[src/rtl/bus_if_pkg.sv]
// Shared types and constants for the bus_if memory bus block.
// Optional auto-increment addressing is enabled with BUS_IF_AUTOINC_EN.
package bus_if_pkg;

    localparam int DEF_ADDR_W = 8;
    localparam int DEF_DATA_W = 8;

    // Values the observable bus registers take while rst_n is low.
    localparam int   BUS_ADDR_RST = 0;
    localparam int   BUS_DATA_RST = 0;
    localparam logic BUS_RWN_RST  = 1'b1;

    typedef enum logic {
        IDLE   = 1'b0,
        ACCESS = 1'b1
    } state_t;

endpackage

[src/rtl/bus_if_ram.sv]
// Single-port synchronous RAM for bus_if.
// It has one write port and a registered read port.
module bus_if_ram
    import bus_if_pkg::*;
#(
    parameter int ADDR_W = DEF_ADDR_W,
    parameter int DATA_W = DEF_DATA_W
) (
    input  logic              clk,
    input  logic              we,
    input  logic              re,
    input  logic [ADDR_W-1:0] addr,
    input  logic [DATA_W-1:0] wdata,
    output logic [DATA_W-1:0] rdata
);

    logic [DATA_W-1:0] mem [2**ADDR_W];

    // NOTE: storage arrays take no reset, so they can map onto RAM macros; contents survive rst_n.
    always_ff @(posedge clk) begin
        if (we) mem[addr] <= wdata;
        if (re) rdata <= mem[addr];
    end

endmodule

[src/rtl/bus_if.sv]
// Registered single-master bus front end with its local RAM target.
// Define BUS_IF_AUTOINC_EN to add req_inc, which selects the address bus_addr+1.
module bus_if
    import bus_if_pkg::*;
#(
    parameter int ADDR_W = DEF_ADDR_W,
    parameter int DATA_W = DEF_DATA_W
) (
    input  logic              clk,
    input  logic              rst_n,
    input  logic              req_valid,
    output logic              req_ready,
    input  logic              req_rwn,
    input  logic [ADDR_W-1:0] req_addr,
    input  logic [DATA_W-1:0] req_wdata,
`ifdef BUS_IF_AUTOINC_EN
    input  logic              req_inc,
`endif
    output logic              rsp_valid,
    output logic [DATA_W-1:0] rsp_rdata,
    output logic [ADDR_W-1:0] bus_addr,
    output logic [DATA_W-1:0] bus_data,
    output logic              bus_rwn
);

    state_t            state, state_nxt;
    logic              accept, ram_we, ram_re;
    logic [ADDR_W-1:0] addr_nxt;
    logic [DATA_W-1:0] data_q, rsp_q, ram_rdata;
    // When a read completes, bus_data and rsp_rdata come straight from the RAM read register.
    logic              bus_sel_ram, rsp_sel_ram;

`ifdef BUS_IF_AUTOINC_EN
    assign addr_nxt = req_inc ? bus_addr + ADDR_W'(1) : req_addr;
`else
    assign addr_nxt = req_addr;
`endif

    always_ff @(posedge clk or negedge rst_n) begin
        if (!rst_n) state <= IDLE;
        else        state <= state_nxt;
    end

    // NOTE: every output of this block is given a default first, so no path can leave one unassigned and infer a latch.
    always_comb begin
        state_nxt = state;
        req_ready = 1'b0;
        accept    = 1'b0;
        ram_we    = 1'b0;
        ram_re    = 1'b0;
        case (state)
            IDLE: begin
                req_ready = 1'b1;
                accept    = req_valid;
                if (req_valid) state_nxt = ACCESS;
            end
            ACCESS: begin
                ram_we    = !bus_rwn;
                ram_re    = bus_rwn;
                state_nxt = IDLE;
            end
            default: state_nxt = IDLE;
        endcase
    end

    always_ff @(posedge clk or negedge rst_n) begin
        if (!rst_n) begin
            bus_addr    <= ADDR_W'(BUS_ADDR_RST);
            data_q      <= DATA_W'(BUS_DATA_RST);
            bus_rwn     <= BUS_RWN_RST;
            rsp_valid   <= 1'b0;
            rsp_q       <= '0;
            bus_sel_ram <= 1'b0;
            rsp_sel_ram <= 1'b0;
        end else begin
            rsp_valid <= 1'b0;
            if (accept) begin
                bus_addr <= addr_nxt;
                bus_rwn  <= req_rwn;
                if (!req_rwn) begin
                    data_q      <= req_wdata;
                    bus_sel_ram <= 1'b0;
                end
            end
            if (state == ACCESS) begin
                rsp_valid <= 1'b1;
                if (bus_rwn) begin
                    bus_sel_ram <= 1'b1;
                    rsp_sel_ram <= 1'b1;
                end else begin
                    rsp_q       <= data_q;
                    rsp_sel_ram <= 1'b0;
                end
            end
        end
    end

    assign bus_data  = bus_sel_ram ? ram_rdata : data_q;
    assign rsp_rdata = rsp_sel_ram ? ram_rdata : rsp_q;

    bus_if_ram #(
        .ADDR_W (ADDR_W),
        .DATA_W (DATA_W)
    ) u_ram (
        .clk   (clk),
        .we    (ram_we),
        .re    (ram_re),
        .addr  (bus_addr),
        .wdata (data_q),
        .rdata (ram_rdata)
    );

endmodule

[config.mk]
export PLATFORM = sky130hd
export DESIGN_NAME = bus_if
export DESIGN_NICKNAME = d
export VERILOG_FILES = /design/src/rtl/bus_if_pkg.sv /design/src/rtl/bus_if_ram.sv /design/src/rtl/bus_if.sv
export SDC_FILE = /design/constraint.sdc
export NUM_CORES = 2
export LEC_CHECK = 0
export BUFFER_PORTS_ARGS = -buffer_cell sky130_fd_sc_hd__buf_2
export CORE_ASPECT_RATIO = 0.5
export CORE_MARGIN = 8
export CORE_UTILIZATION = 60
export CTS_CLUSTER_DIAMETER = 120
export DETAILED_ROUTE_END_ITERATION = 6
export PLACE_DENSITY = 0.76
export SLEW_MARGIN = 15
export SYNTH_ARGS = -nofsm -noshare
export SYNTH_HDL_FRONTEND = slang
export SYNTH_SLANG_ARGS = --single-unit
[constraint.sdc]
create_clock -name clk -period 6.77 [get_ports clk]
set_input_delay 0.677 -clock clk [delete_from_list [all_inputs] [get_ports clk]]
set_output_delay 0.677 -clock clk [all_outputs]
set_load 0.005 [all_outputs]
==> metrics.md <==
| Metric | Value |
|---|---|
| Worst setup EP type | `register` |
| Via/cell ratio | `between 6 and 7` |
| First-pass iteration count of the detailed router | `7` |
| # resized after CTS | `0` |
| Full die area | `146000 um^2` |
| Syn_nets | `3629` |
| Status | `finished with violations` |
| Arr. time, crit path | `between 5000 and 6000 ps` |
| Setup TNS Final | `0 ps` |
| Initial Util | `just over 60%` |
| Flops & latches, synth | `~2.1k` |
| Most common cell after layout, fill and taps aside | `edfxtp_1` |
| Die Wd | `roughly 530 um` |
| Final Hold Fails | `0` |
| Via count | `between 30k and 40k` |
| Synth top area cells | `edfxtp_1 77%, mux4_2 14%, a22oi_1 2.4%` |
| Total grt overflow | `0` |
| Max VDD drop | `0.271 mV` |
| Setup Viol. Count Final | `0` |
| Area Growth Syn to Fin | `9.64%` |
| Synth area leader | `edfxtp_1` |
| GRT Util Overall | `between 20% and 30%` |
| Layout cells sized above 1 | `about a quarter` |
| Synth top area share | `77.4%` |
| Iter 0 DRT Violations | `between 5k and 6k` |
| Final min period | `about 4600 ps` |
| DIE HEIGHT | `between 200 and 300 um` |
| DP HPWL | `roughly 100000 um` |
| Clk_lat worst skew | `810 ps` |
| Setup repair bufs after CTS | `0` |
| Dpl ws | `2120 ps` |
| CTS tree | `done` |
| First-pass GRT wire length | `roughly 270000 um` |
| Placer congestion estimate | `0.825` |
| Core area | `132000 um^2` |
| CTS Buffer Depth | `3` |
| CTS Buf Count | `172` |
| Worst EP required | `roughly 7300 ps` |
| Peak Freq | `0.217 GHz` |
| I/O pin cnt | `47` |
| Fill count | `7910` |
| Final Max Slew Viols | `0` |
| Crit start category | `register` |
| PortBufs | `46` |
| Final period util | `around two thirds` |
| Largest net degree at the start of global routing | `~260` |
| FP Rows | `94` |
| Worst slew pin tran | `between 1000 and 1500 ps` |
| Net count, final | `3673` |
| Clock Skews | `roughly 30 ps` |
| Area of the mapped netlist | `79800 um^2` |
| # clock sinks | `2085` |
| Hold_buf cts | `1` |
| Mean Syn Cell Area | `between 20 and 25 um^2` |
| RSZ-0062 raised after global routing | `false` |
| Initial antenna violation count | `7` |
| Post-Synthesis Cells | `between 3k and 4k` |
| Syn. warnings | `0` |
| PwrDens | `324 nW/um^2` |
| Worst-path fanout max | `41` |
| Lkg Pwr | `about 26 nW` |
| Total wire length | `roughly 190000 um` |
| Setup CP Type | `register to register` |
| Reg clk slew, reported paths | `around 70 ps` |
| DR WL/cell | `about 33 um` |
| Fin Hold WS | `around 100 ps` |
| Max-cap violations | `0` |
| H-tree lvl count | `4` |
| Final WS setup | `approximately 2200 ps` |
| Relative slew slack | `approximately 15%` |
| Violated checks | `design-rule violations` |
| Synth cell types | `28` |
| Most frequent cells in the layout | `2056 x edfxtp_1, 512 x mux4_2, 258 x nor2_1, 256 x a22oi_1, 175 x clkbuf_16` |
| DRC violations left | `19` |
| Hold Crit Class | `primary input to register` |
| Root Buffer | `clkbuf_16` |
| Sequential area share after synthesis | `about four fifths` |
| Antenna viol nets, final | `0` |
| Number of global-route vias before repair | `roughly 39k` |
-- power breakdown --
part	leakage (nW)	internal [W]	switching, W
registers	18.8	0.0149	0.000294
clock network	2.67	0.00540	0.00456
logic	4.99	0.00116	0.00206
total	26.5	0.0214	0.00692
-- worst paths after layout --
kind,startpoint,end,slack (ps),depth (start not counted)
min in group asynchronous,rst_n,rsp_q[7]$_DFFE_PN0P_,520,2
max reg2reg,bus_addr[0]$_DFFE_PN0N_,u_ram.rdata[0]$_DFFE_PP_,2170,7
min,req_addr[3],bus_addr[3]$_DFFE_PN0N_,100,2
min reg2reg,state$_DFF_PN0_,rsp_valid$_DFF_PN0_,430,0
max,bus_addr[0]$_DFFE_PN0N_,u_ram.rdata[0]$_DFFE_PP_,2170,7
max in group asynchronous,rst_n,data_q[1]$_DFFE_PN0P_,5660,2
-- synthesized netlist by cell type --
cell	number
a22oi_1	256
edfxtp_1	2056
nor2_1	260
a21oi_1	128
buf_2	40
mux4_2	512
and3b_1	1
buf_6	19
nand2b_1	2
nor2b_1	9
mux2_2	41
o21bai_1	1
nand2_1	30
dfstp_2	1
and2_1	3
nor4_2	1
or2_2	1
nand3_1	4
and3_1	1
nand4_1	8
buf_1	22
a21o_1	1
inv_1	2
o41ai_2	16
clkbuf_1	144
buf_4	6
o41ai_1	16
dfrtp_1	28
-- logic make-up (layout without fill, tap and decap cells) --
family | after synthesis | count (layout) | share of synthesized area [%]
DFF | 2085 | 2085 | 78.3
muxes | 553 | 553 | 15.0
AOI/OAI and AO/OA | 418 | 418 | 3.73
and+or+nand+nor | 320 | 320 | 1.60
buffers and inverters | 233 | 413 | 1.37
other | 0 | 8 | 0
-- registers in the layout (all words and copies together) (netlist names) --
register	cells
bus_sel_ram	1
rsp_q	8
bus_addr	8
data_q	8
rsp_valid	1
u_ram.rdata	8
u_ram.mem	2048
bus_rwn	1
rsp_sel_ram	1
state	1
-- final cells by class --
class	instances	area (um^2)	area share, %
Sequential cell	2085	62500	71.4
Multi-Input combinational cell	1291	16400	18.7
Clock buffer	215	4550	5.20
Tap cell	1776	2220	2.54
Clock inverter	95	955	1.09
Timing Repair Buffer	101	837	0.957
Antenna cell	8	20.0	0.0229
Inverter	2	7.51	0.00858
-- worst max-delay path, stage by stage, from the launching register on --
cell and delay, ps:
dfrtp_4 980, buf_4 510, buf_4 670, mux4_2 590, a22oi_1 250, a21oi_1 200
o41ai_2 840, nand4_1 180
-- metal layers --
metal | global-route usage, % | vias up | wire [um]
li1 | - | 15300 | -
met1 | 35.6 | 20300 | 69200
met2 | 39.0 | 2712 | 87400
met3 | 6.65 | 391 | 22700
met4 | 9.10 | 6 | 6410
met5 | 0 | - | 38
-- metrics by stage --
stage / cell area, um^2 / total power, W / std cells / utilization [%]
finish: 87500 / 0.0283 / 5573 / 66.4
global route: 87500 / 0.0290 / 5565 / 66.4
CTS: 87500 / 0.0284 / 5565 / 66.4
detailed placement: 82000 / 0.0186 / 5254 / 62.2
global placement: 82000 / 0.0185 / 5254 / 62.2
floorplan: 79800 / 0.0175 / 3609 / -
(Power assumes the default switching activity.)
